`src/rtl/alu_muldiv_seq.sv`:
```
// Multi-cycle RV32M multiply/divide sequencer: 32-step shift-add / restoring shift-subtract
// on unsigned magnitudes, followed by a sign-fixup cycle and a held response.
module alu_muldiv_seq #(
    parameter bit EARLY_OUT = 1'b1
) (
    input  logic        clk,
    input  logic        rst_n,
    input  logic        flush,
    input  logic        req_valid,
    output logic        req_ready,
    input  logic [2:0]  req_op,
    input  logic [31:0] req_a,
    input  logic [31:0] req_b,
    output logic        rsp_valid,
    input  logic        rsp_ready,
    output logic [31:0] rsp_result
);

    typedef enum logic [1:0] {
        S_IDLE = 2'd0,
        S_CALC = 2'd1,
        S_FIX  = 2'd2,
        S_DONE = 2'd3
    } state_t;

    localparam logic ALU_ADD = 1'b0;
    localparam logic ALU_SUB = 1'b1;

    // Private 32-bit adder/subtractor; bit 32 is carry-out (for SUB: 1 means no borrow).
    function automatic logic [32:0] alu32(input logic op, input logic [31:0] a, input logic [31:0] b);
        logic [31:0] b_opnd;
        b_opnd = (op == ALU_SUB) ? ~b : b;
        return {1'b0, a} + {1'b0, b_opnd} + {32'd0, op};
    endfunction

    state_t      state_q, state_d;
    logic [2:0]  op_q, op_d;
    logic [31:0] a_mag_q, a_mag_d;
    logic [31:0] b_mag_q, b_mag_d;
    logic        sign_a_q, sign_a_d;
    logic        sign_b_q, sign_b_d;
    logic        b_zero_q, b_zero_d;
    logic [63:0] acc_q, acc_d;
    logic [4:0]  cnt_q, cnt_d;
    logic [31:0] rsp_result_q, rsp_result_d;

    logic        accept;
    logic        a_signed, b_signed;
    logic        req_sign_a, req_sign_b;
    logic [31:0] req_a_mag, req_b_mag;
    logic        div_by_zero, div_overflow, special;
    logic [31:0] special_result;
    logic        is_div;
    logic        alu_op;
    logic [31:0] alu_a, alu_b;
    logic [32:0] alu_out;
    logic        div_take;
    logic [63:0] mul_step, div_step;
    logic [63:0] prod_fixed;
    logic [31:0] quot_fixed, rem_fixed;
    logic [31:0] fix_result;

    // Request decode: signedness per funct3 and the RISC-V defined special cases.
    always_comb begin
        a_signed       = ~req_op[0] | (req_op == 3'd1);
        b_signed       = a_signed & (req_op != 3'd2);
        req_sign_a     = a_signed & req_a[31];
        req_sign_b     = b_signed & req_b[31];
        req_a_mag      = req_sign_a ? -req_a : req_a;
        req_b_mag      = req_sign_b ? -req_b : req_b;
        div_by_zero    = req_op[2] & (req_b == 32'd0);
        div_overflow   = req_op[2] & ~req_op[0] & (req_a == 32'h8000_0000) & (req_b == 32'hFFFF_FFFF);
        special        = div_by_zero | div_overflow;
        special_result = 32'd0;
        if (div_by_zero) begin
            special_result = req_op[1] ? req_a : 32'hFFFF_FFFF;
        end else if (div_overflow) begin
            special_result = req_op[1] ? 32'd0 : 32'h8000_0000;
        end
    end

    assign accept = (state_q == S_IDLE) & req_valid & ~flush;

    // One iteration step; the single adder is shared between multiply and divide.
    always_comb begin
        is_div   = op_q[2];
        alu_op   = is_div ? ALU_SUB : ALU_ADD;
        alu_a    = is_div ? {acc_q[62:32], acc_q[31]} : acc_q[63:32];
        alu_b    = is_div ? b_mag_q : a_mag_q;
        alu_out  = alu32(alu_op, alu_a, alu_b);
        mul_step = acc_q[0] ? {alu_out[32], alu_out[31:0], acc_q[31:1]} : {1'b0, acc_q[63:1]};
        // The bit shifted out of the remainder counts toward the trial compare.
        div_take = acc_q[63] | alu_out[32];
        div_step = div_take ? {alu_out[31:0], acc_q[30:0], 1'b1}
                            : {alu_a, acc_q[30:0], 1'b0};
    end

    // Sign fixup and result selection; a zero divisor keeps the all-ones quotient.
    always_comb begin
        prod_fixed = (sign_a_q ^ sign_b_q) ? -acc_q : acc_q;
        quot_fixed = ((sign_a_q ^ sign_b_q) & ~b_zero_q) ? -acc_q[31:0] : acc_q[31:0];
        rem_fixed  = sign_a_q ? -acc_q[63:32] : acc_q[63:32];
        case (op_q)
            3'd0:       fix_result = prod_fixed[31:0];
            3'd1, 3'd2,
            3'd3:       fix_result = prod_fixed[63:32];
            3'd4, 3'd5: fix_result = quot_fixed;
            default:    fix_result = rem_fixed;
        endcase
    end

    always_comb begin
        op_d         = op_q;
        a_mag_d      = a_mag_q;
        b_mag_d      = b_mag_q;
        sign_a_d     = sign_a_q;
        sign_b_d     = sign_b_q;
        b_zero_d     = b_zero_q;
        acc_d        = acc_q;
        cnt_d        = cnt_q;
        rsp_result_d = rsp_result_q;
        if (accept) begin
            op_d     = req_op;
            a_mag_d  = req_a_mag;
            b_mag_d  = req_b_mag;
            sign_a_d = req_sign_a;
            sign_b_d = req_sign_b;
            b_zero_d = (req_b == 32'd0);
            acc_d    = {32'd0, req_op[2] ? req_a_mag : req_b_mag};
            cnt_d    = 5'd31;
            if (EARLY_OUT && special) begin
                rsp_result_d = special_result;
            end
        end else if (!flush && state_q == S_CALC) begin
            acc_d = is_div ? div_step : mul_step;
            if (cnt_q != 5'd0) begin
                cnt_d = cnt_q - 5'd1;
            end
        end else if (!flush && state_q == S_FIX) begin
            rsp_result_d = fix_result;
        end
    end

    always_ff @(posedge clk) begin
        if (!rst_n) begin
            op_q         <= 3'd0;
            a_mag_q      <= 32'd0;
            b_mag_q      <= 32'd0;
            sign_a_q     <= 1'b0;
            sign_b_q     <= 1'b0;
            b_zero_q     <= 1'b0;
            acc_q        <= 64'd0;
            cnt_q        <= 5'd0;
            rsp_result_q <= 32'd0;
        end else begin
            op_q         <= op_d;
            a_mag_q      <= a_mag_d;
            b_mag_q      <= b_mag_d;
            sign_a_q     <= sign_a_d;
            sign_b_q     <= sign_b_d;
            b_zero_q     <= b_zero_d;
            acc_q        <= acc_d;
            cnt_q        <= cnt_d;
            rsp_result_q <= rsp_result_d;
        end
    end

    always_ff @(posedge clk) begin
        if (!rst_n) begin
            state_q <= S_IDLE;
        end else begin
            state_q <= state_d;
        end
    end

    always_comb begin
        state_d = state_q;
        if (flush) begin
            state_d = S_IDLE;
        end else begin
            case (state_q)
                S_IDLE: if (req_valid) state_d = (EARLY_OUT && special) ? S_DONE : S_CALC;
                S_CALC: if (cnt_q == 5'd0) state_d = S_FIX;
                S_FIX:  state_d = S_DONE;
                S_DONE: if (rsp_ready) state_d = S_IDLE;
                default: state_d = S_IDLE;
            endcase
        end
    end

    always_comb begin
        req_ready = (state_q == S_IDLE);
        rsp_valid = (state_q == S_DONE);
    end

    assign rsp_result = rsp_result_q;

endmodule

```
`config.mk`:
```
export PLATFORM = sky130hd
export DESIGN_NAME = alu_muldiv_seq
export DESIGN_NICKNAME = d
export VERILOG_FILES = /design/src/rtl/alu_muldiv_seq.sv
export SDC_FILE = /design/constraint.sdc
export NUM_CORES = 1
export LEC_CHECK = 0
export ABC_CLOCK_PERIOD_IN_PS = 5200
export BUFFER_PORTS_ARGS = -buffer_cell sky130_fd_sc_hd__buf_4
export CELL_PAD_IN_SITES_DETAIL_PLACEMENT = 0
export CELL_PAD_IN_SITES_GLOBAL_PLACEMENT = 1
export CORE_UTILIZATION = 47
export CTS_BUF_LIST = sky130_fd_sc_hd__clkbuf_2
export DETAILED_ROUTE_END_ITERATION = 7
export GPL_TIMING_DRIVEN = 0
export MAX_ROUTING_LAYER = met4
export PLACE_DENSITY_LB_ADDON = 0.1
export SYNTH_ARGS = -nofsm -noshare
export SYNTH_HDL_FRONTEND = slang
export SYNTH_SLANG_ARGS = --single-unit
```
`constraint.sdc`:
```
create_clock -name clk -period 5.2 [get_ports clk]
set_input_delay 1.3 -clock clk [delete_from_list [all_inputs] [get_ports clk]]
set_output_delay 1.3 -clock clk [all_outputs]
set_load 0.01 [all_outputs]
```
=== Word level (Yosys, flattened, before mapping) ===
Cells that the tools add are included.

* Register bits after elaboration: 173
* Output and inout bits: 34

* $add $sub $neg: 8
* Equality and inequality tests: 17
* Multiplexer cells: 32
* Bitwise operators: 19
* Reductions and logical operators: 18

{| class="wikitable"
|+ Operators with widths
! kind !! count
|-
| $mux W32 || 18
|-
| $mux W64 || 4
|-
| $neg A32 Y32 || 4
|-
| $pmux W32 S3 || 1
|-
| $eq A32 B32 Y1 const B || 2
|-
| $neg A64 Y64 || 1
|-
| $add A32 B32 Y33 || 1
|-
| $add A33 B1 Y33 || 1
|-
| $logic_not A32 Y1 || 1
|-
| $not A32 Y32 || 1
|-
| $mux W5 || 3
|-
| $and A1 B1 Y1 || 10
|-
| $mux W2 || 4
|-
| $pmux W2 S4 || 1
|-
| $eq A3 B1 Y1 const B || 2
|-
| $eq A3 B2 Y1 const B || 2
|-
| $eq A3 B3 Y1 const B || 2
|-
| $ne A2 B1 Y1 const B || 3
|-
| $reduce_and A3 Y1 || 2
|-
| $reduce_bool A2 Y1 || 3
|-
| $reduce_or A2 Y1 || 3
|-
| $logic_not A5 Y1 || 1
|-
| $reduce_bool A5 Y1 || 1
|-
| $sub A5 B1 Y5 const B || 1
|-
| other kinds (14) || 22
|}

=== Depth between registers and ports, before layout ===
Gate-level depths: netlist of the first run.

* Word-level depth: 10
* Mapped depth: 20
* Gate-level depth less buffers: 13

=== Worst setup path before layout of the first run ===
No wires, ideal clock.

* Path kind: register to register
* Start point: register op_q[2]
* End point: register acc_q[50]
* Arrival time: 4535 ps
* Required time: 5083 ps
* Slack: 548 ps
* Cell stages (with the launch flop): 18
* Path buffers: 6
* Clock period less this slack: 4652 ps
* Cell sequence: dfxtp_1 -> clkbuf_1 -> clkbuf_1 -> clkbuf_1 -> clkbuf_1 -> mux2_2 -> ha_1 -> nor2b_1 -> o2111ai_1 -> a21oi_1 -> o2111a_1 -> o21a_1 -> o21a_1 -> clkbuf_1 -> buf_1 -> mux2i_1 -> nand2_1 -> a32o_1

* Cells in the longest elaborated chain, start to end: 8
* Elaborated cells on any way between the ends: 11

{| class="wikitable"
|+ RTL lines
! what !! line !! RTL
|-
| from (decl) || 37 || <nowiki>logic [2:0] op_q, op_d;</nowiki>
|-
| from (signal assigned) || 156 || <nowiki>op_q <= op_d;</nowiki>
|-
| $mux W32 || 89 || <nowiki>alu_b = is_div ? b_mag_q : a_mag_q;</nowiki>
|-
| $not A32 Y32 || 32 || <nowiki>b_opnd = (op == ALU_SUB) ? ~b : b;</nowiki>
|-
| $mux W32 || 32 ||
|-
| $add A32 B32 Y33 || 33 || <nowiki>return {1'b0, a} + {1'b0, b_opnd} + {32'd0, op};</nowiki>
|-
| $add A33 B1 Y33 || 33 ||
|-
| $or A1 B1 Y1 || 93 || <nowiki>div_take = acc_q[63] | alu_out[32];</nowiki>
|-
| $mux W64 || 94 || <nowiki>div_step = div_take ? {alu_out[31:0], acc_q[30:0], 1'b1}</nowiki>
|-
| $mux W64 * || 135 || <nowiki>acc_d = is_div ? div_step : mul_step;</nowiki>
|-
| to (signal assigned) || 152 || <nowiki>acc_q <= 64'd0;</nowiki>
|-
| to (signal assigned) || 162 || <nowiki>acc_q <= acc_d;</nowiki>
|-
| to (decl) || 43 || <nowiki>logic [63:0] acc_q, acc_d;</nowiki>
|}

Mark *: on every way between the ends. The rest lies on a longest branch, timed or not.
A chain may end at the register's enable or synchronous reset.

=== Final worst setup path of the first run ===
* Start point: register op_q[2]
* End point: register acc_q[58]

Same word-level chain as after synthesis.

==> results of run 1 <==
==> Yosys cell counts (5+ instances only) <==
library cell	n
sky130_fd_sc_hd__o211ai_1	26
sky130_fd_sc_hd__a21boi_0	18
sky130_fd_sc_hd__a21oi_1	140
sky130_fd_sc_hd__inv_1	82
sky130_fd_sc_hd__mux2_2	27
sky130_fd_sc_hd__and2_1	22
sky130_fd_sc_hd__o21ai_0	188
sky130_fd_sc_hd__nand4_1	17
sky130_fd_sc_hd__nand2_1	304
sky130_fd_sc_hd__o31ai_1	29
sky130_fd_sc_hd__xor2_1	61
sky130_fd_sc_hd__clkbuf_1	170
sky130_fd_sc_hd__or4_1	16
sky130_fd_sc_hd__o22ai_1	10
sky130_fd_sc_hd__a31oi_1	54
sky130_fd_sc_hd__nor2_1	130
sky130_fd_sc_hd__nor4_1	18
sky130_fd_sc_hd__a22o_1	13
sky130_fd_sc_hd__a221oi_1	7
sky130_fd_sc_hd__dfxtp_1	173
sky130_fd_sc_hd__ha_1	42
sky130_fd_sc_hd__a2111oi_0	5
sky130_fd_sc_hd__nand3b_1	5
sky130_fd_sc_hd__a41oi_1	7
sky130_fd_sc_hd__nand2b_1	7
sky130_fd_sc_hd__o311ai_0	7
sky130_fd_sc_hd__o221ai_1	15
sky130_fd_sc_hd__a211oi_1	40
sky130_fd_sc_hd__a21o_1	22
sky130_fd_sc_hd__nand3_1	23
sky130_fd_sc_hd__nor3_1	58
sky130_fd_sc_hd__nor2b_1	28
sky130_fd_sc_hd__buf_1	16
sky130_fd_sc_hd__and3_1	41
sky130_fd_sc_hd__xnor2_1	103
sky130_fd_sc_hd__or3_1	11
sky130_fd_sc_hd__o211a_1	28
sky130_fd_sc_hd__o21a_1	12
sky130_fd_sc_hd__o41ai_1	13
sky130_fd_sc_hd__buf_2	8
sky130_fd_sc_hd__a22oi_1	12
sky130_fd_sc_hd__mux2i_1	97
==> worst min-delay path by stage <==
stage	startpoint	endpoint	slack, ps
4_1_cts	b_mag_q[20]	b_mag_q[20]	500
5_1_grt	rsp_result[16]	rsp_result[16]	530
3_5_place_dp	b_mag_q[20]	b_mag_q[20]	480
3_3_place_gp	b_mag_q[20]	b_mag_q[20]	480
6_report	b_mag_q[20]	b_mag_q[20]	500
2_1_floorplan	b_mag_q[16]	b_mag_q[16]	440
==> cells in the final DEF, fill, tap and decap left out, types with 31 or more instances in the layout <==
master	count
sky130_fd_sc_hd__inv_1	82
sky130_fd_sc_hd__a31oi_1	54
sky130_fd_sc_hd__dfxtp_1	172
sky130_fd_sc_hd__nand2_1	304
sky130_fd_sc_hd__o21ai_0	188
sky130_fd_sc_hd__mux2i_1	97
sky130_fd_sc_hd__nor2_1	130
sky130_fd_sc_hd__a211oi_1	40
sky130_fd_sc_hd__buf_4	105
sky130_fd_sc_hd__clkbuf_2	31
sky130_fd_sc_hd__xor2_1	61
sky130_fd_sc_hd__xnor2_1	103
sky130_fd_sc_hd__a21oi_1	139
sky130_fd_sc_hd__nor3_1	57
sky130_fd_sc_hd__clkbuf_1	153
sky130_fd_sc_hd__and3_1	41
sky130_fd_sc_hd__ha_1	42
==> power breakdown <==
| part | total, µW | switching, µW | internal [µW] | leakage (µW) |
|---|---|---|---|---|
| sequential | 1460 | 63.7 | 1400 | 0.00141 |
| combinational | 1350 | 926 | 420 | 0.00558 |
| clock | 806 | 632 | 173 | 0.000155 |
| total | 3610 | 1620 | 1990 | 0.00715 |
==> state kept, by name (all words and copies together) (netlist names) <==
| register | flops |
|---|---|
| sign_b_q | 1 |
| sign_a_q | 1 |
| b_mag_q | 32 |
| rsp_result | 32 |
| acc_q | 64 |
| state_q | 2 |
| a_mag_q | 32 |
| cnt_q | 5 |
| op_q | 3 |
| b_zero_q | 1 |
==> per-stage QoR <==
| stage | setup slack, ps | util | cell area [µm²] |
|---|---|---|---|
| after floorplan | 547.6 | - | 15560 |
| after CTS | 19.96 | 0.5280 | 17180 |
| after global placement | -1776 | 0.5190 | 16890 |
| final | 110.1 | 0.5297 | 17240 |
| after global routing | 22.26 | 0.5297 | 17240 |
| after detailed placement | -1741 | 0.5190 | 16890 |
==> metal layers <==
layer | vias to the layer above | wire length (µm) | GRT usage
li1 | 8064 | - | -
met1 | 8628 | 29990 | 0.5868
met2 | 1348 | 31490 | 0.6658
met3 | 295 | 8051 | 0.06815
met4 | 0 | 5744 | 0.2857
met5 | - | 0 | -
==> critical path, delay by kind of cell (launching register included) <==
family / cells / cell delay (ps)
AO/OA/AOI/OAI: 6 / 1450
adder cells (fa/ha/maj): 1 / 200
buffers and inverters: 7 / 2230
flip-flops: 1 / 520
AND/OR/NAND/NOR: 3 / 580
==> layout make-up <==
type                    count  area, µm²
fillers                  3323      15300
multi-input cells        1723      11070
flip-flops and latches    173       3467
repair buffers            106      793.3
plain buffers             192      767.0
well taps                 442      553.0
inverters                  83      311.5
clock inverters            15      186.4
clock buffers              17      85.08
diodes                      2      5.005
==> cells by family after synthesis <==
group,count (synthesis),share of synthesized area
muxes,124,0.08193
adders and majority gates,43,0.03506
AOI/OAI and AO/OA,684,0.2852
buffers and inverters,278,0.06818
and+or+nand+nor,708,0.2148
xor gates and xnor gates,164,0.09231
DFF,173,0.2226
==> repair_timing <==
action,CTS,global route
resized for setup,18,15
buffers inserted,0,2
pin swaps,0,1
endpoints found under the setup margin,33,29
==> run summary, run 1 <==
status = finished clean
pins over their slew limit = 0
final period demand of the worst path = 5090 ps
routed wirelength normalized by instance count = 27.34 µm
area delta synth->final = 10.76%
final-layout setup total negative slack = 0 ps
worst flop-to-flop path endpoint = acc_q[58]
EDFF count, synth = 0
largest vdd supply drop = 173.3 µV
Net count, final = 2411
CTS HTree Levels = 4
worst slew pin tran = 1326 ps
reg-to-reg slack, setup = 110 ps
Critical Path Sink Type = flop
main flop type after synthesis = sky130_fd_sc_hd__dfxtp_1
Detailed Route Iter0 Violations = 3112
number of primary I/O pins = 106
data required time of the critical path = 6070 ps
total overflow reported by the global router = 0
total via count in the routed design = 18340
warning count from the yosys run = 0
CP endpoint = acc_q[58]
post-route DRC violation count = 0
share of the yosys chip area belonging to registers = 0.2226
core area = 0.03254 mm²
final setup fails = 0
Layout Cells excl Fill = 2753
arrival time worst endpoint = 5960 ps
CP max FO = 11
Rows = 66
number of cells on the worst reg-to-reg path = 17
RSZ-0062 raised after global routing = false
vertical die dimension = 184.0 µm
largest cells by area after synthesis = sky130_fd_sc_hd__dfxtp_1, sky130_fd_sc_hd__nand2_1, sky130_fd_sc_hd__mux2i_1, sky130_fd_sc_hd__o21ai_0, sky130_fd_sc_hd__xnor2_1
Crit path largest cell delay = 520 ps
worst-path cell chain = clkbuf_2 > clkbuf_4 > clkbuf_2 > buf_2 > nand2_1 > o21ai_0 > ha_1 > clkbuf_1 > nand4_1 > nor3_2 > o2111a_1 > o21a_1 > o21a_4 > clkbuf_4 > buf_2 > a211oi_1 > o31ai_1
clock input transition at the sequential cells of the worst setup and hold paths = 360 ps
class of the tightest hold or removal check = reg -> reg
final count of hold timing violations = 0
global-route wire length before repair = 108600 µm
Syn Nets = 2289
number of port buffers = 103
Final Total Pwr = 3614 µW
Initial Util = 0.4783
category of the critical setup timing path = reg -> reg
mean instance size in the synthesized netlist = 7.158 µm²
leakage power = 0.007149 µW
power density cells = 209.7 mW/mm²
Routed Wire Length = 75280 µm
share of layout cells above drive strength 1 = 0.09398
post-synthesis cell count = 2174
hold-fix buffer count after cts = 0
worst skew pair latency = 930 ps
worst setup path startpoint = op_q[2]
clock tree from TritonCTS = yes
distinct cell type count of the synthesized netlist = 77
worst hold stages = 2
final worst hold slack = 495.9 ps
Max Fclk = 196.5 MHz
synthesis-stage register bit count = 173
final weighted congestion in routability-driven placement = 1.060
Relative slew margins = 0.1143
half-perimeter wire length of the detailed placement result = 59900 µm
initial antenna violation count = 3
total placed cells including tap cells = 2719
pin count of the biggest net entering global routing = 21
number of routed nets with antenna violations = 0
die outline area = 0.03384 mm²
number of global-route vias before repair = 16590
first drt pass iteration count = 6
Clock Tree Buf Depth = 2
maximum clock skew at final layout = 88.39 ps
max-cap violations = 0
most area-hungry cell type in the Yosys netlist = sky130_fd_sc_hd__dfxtp_1
GRT Resource Usage Total = 0.4556
die width = 184.0 µm
Worst R2R Start = op_q[2]
Clock Tree Root = sky130_fd_sc_hd__clkbuf_2
post-synthesis cell area = 0.01556 mm²
area share of the largest cell type after synthesis = 0.2226
vias per cell = 6.660
cell with the largest stage delay on the worst path = sky130_fd_sc_hd__dfxtp_4
async set or reset register ratio after synthesis = 0
number of buffers created by CTS = 17
portion of the clock cycle consumed by the worst path in the final layout = 0.9788
clock sink total = 173
type of origin of the critical path = flop
Note: power is estimated with default switching activity, not from simulation.
==> inputs of run 2 (changes only) <==
--- a/config.mk
+++ b/config.mk
@@ -15,6 +15,7 @@
 export GPL_TIMING_DRIVEN = 0
 export MAX_ROUTING_LAYER = met4
 export PLACE_DENSITY_LB_ADDON = 0.1
+export REMOVE_ABC_BUFFERS = 1
 export SYNTH_ARGS = -nofsm -noshare
 export SYNTH_HDL_FRONTEND = slang
 export SYNTH_SLANG_ARGS = --single-unit
==> run summary, run 2 (synthesis gave the netlist of run 1 again) <==
status = finished clean
Crit path largest cell delay = 890 ps
Clock Tree Buf Depth = 2
final-layout setup total negative slack = 0 ps
Clock Tree Root = sky130_fd_sc_hd__clkbuf_2
register bank with the most flops = acc_q
number of flip-flops in the largest register = 64
vertical die dimension = 184.0 µm
category of the critical setup timing path = reg -> reg
Rows = 66
class of the tightest hold or removal check = reg -> reg
die width = 184.0 µm
initial antenna violation count = 1
post-route DRC violation count = 0
Final Total Pwr = 3457 µW
RSZ-0062 raised after global routing = false
worst skew pair latency = 900 ps
portion of the clock cycle consumed by the worst path in the final layout = 0.9403
Net count, final = 2247
CTS HTree Levels = 4
number of routed nets with antenna violations = 0
number of primary I/O pins = 106
die outline area = 0.03384 mm²
leakage power = 0.007067 µW
gate family responsible for the most delay along the worst path = compound AO/OA/AOI/OAI gates
core area = 0.03254 mm²
number of buffers created by CTS = 17
final period demand of the worst path = 4890 ps
share of layout cells above drive strength 1 = 0.1063
half-perimeter wire length of the detailed placement result = 45960 µm
routed wirelength normalized by instance count = 23.42 µm
final count of hold timing violations = 0
clock input transition at the sequential cells of the worst setup and hold paths = 320 ps
largest vdd supply drop = 142.5 µV
number of buffers and inverters on the critical path = 3
CP max FO = 72
number of port buffers = 105
worst slew pin tran = 1345 ps
Routed Wire Length = 60630 µm
pin count of the biggest net entering global routing = 142
Max Fclk = 204.5 MHz
reg-to-reg slack, setup = 310 ps
first drt pass iteration count = 6
max-cap violations = 0
Detailed Route Iter0 Violations = 1414
vias per cell = 6.323
total via count in the routed design = 16370
data required time of the critical path = 6030 ps
most common cell after layout, fill and taps aside = sky130_fd_sc_hd__nand2_1
Critical Path Sink Type = flop
hold-fix buffer count after cts = 0
cell with the largest stage delay on the worst path = sky130_fd_sc_hd__o31ai_1
worst-path cell chain = buf_16 > inv_2 > a21boi_0 > inv_1 > ha_1 > a31oi_1 > o21a_1 > o31ai_1 > a21oi_1 > o41ai_1 > xor2_1 > a21bo_2 > a22o_1
clock tree from TritonCTS = yes
arrival time worst endpoint = 5720 ps
GRT Resource Usage Total = 0.3690
clock sink total = 173
maximum clock skew at final layout = 69.28 ps
final setup fails = 0
area delta synth->final = 8.989%
final worst hold slack = 487.7 ps
type of origin of the critical path = flop
commonest non-fill, non-tap cells in the layout = sky130_fd_sc_hd__nand2_1, sky130_fd_sc_hd__o21ai_0, sky130_fd_sc_hd__dfxtp_1, sky130_fd_sc_hd__a21oi_1, sky130_fd_sc_hd__nor2_1
power density cells = 203.8 mW/mm²
global-route wire length before repair = 91270 µm
number of global-route vias before repair = 15170
Relative slew margins = 0.1003
final weighted congestion in routability-driven placement = 0.9813
Initial Util = 0.4783
pins over their slew limit = 0
total overflow reported by the global router = 0
[run 2: changes by cell type in the layout (fill, tap and decap cells not counted), sizes merged]
cell / before / now
clkbuf: 187 / 19
inv: 90 / 89
buf: 128 / 133
clkinv: 7 / 5
bufinv: 0 / 2
[run 2: worst paths after layout]
path / startpoint / to / cells after the start
max reg2reg: op_q[2] / acc_q[60] / 13
min reg2reg: rsp_result[16] / rsp_result[16] / 2
max: op_q[2] / acc_q[60] / 13
min: rsp_result[16] / rsp_result[16] / 2
[run 2: through the flow]
step                instance area, µm²    util  cells  worst slack (ps)
global placement                 16150  0.4965   2526            -13350
floorplan                        14810       -   1979             -6026
finish                           16960  0.5213   2589             310.3
global route                     16960  0.5212   2588             55.46
CTS                              16920  0.5201   2584             194.9
detailed placement               16680  0.5126   2552            -218.0
[run 2: power breakdown]
group / switching (µW) / internal [µW]
Sequential: 98.7 / 1400
Combinational: 733 / 430
Clock: 565 / 234
Total: 1400 / 2060
[run 2: metal layers]
layer	part of all wire	wire (µm)	vias up	global-route usage
met3	0.067	4052	138	0.05824
met2	0.46	27950	684	0.5880
met5	0	0	-	-
li1	-	-	7750	-
met1	0.43	25880	7798	0.4621
met4	0.045	2737	0	0.1547
[run 2: cell type report]
class	instances	area, µm²
Tap cell	442	553.0
Inverter	83	311.5
Timing Repair Buffer	134	1269
Fill cell	3309	15580
Clock buffer	18	90.09
Sequential cell	173	3470
Antenna cell	2	5.005
Clock inverter	14	153.9
Multi-Input combinational cell	1723	11110
[run 2: worst reg2reg max path, delay by kind of cell, from the launching register on]
family | cells | cell delay, ps
xor+xnor | 1 | 170
compound gates | 8 | 3010
buf+inv | 3 | 740
flops | 1 | 620
fa+ha+maj | 1 | 290
[run 2: timing repair]
item | 4_1_cts | 5_1_grt
setup buffers | 0 | 2
endpoints found under the setup margin | 0 | 7
resized for setup | 0 | 1
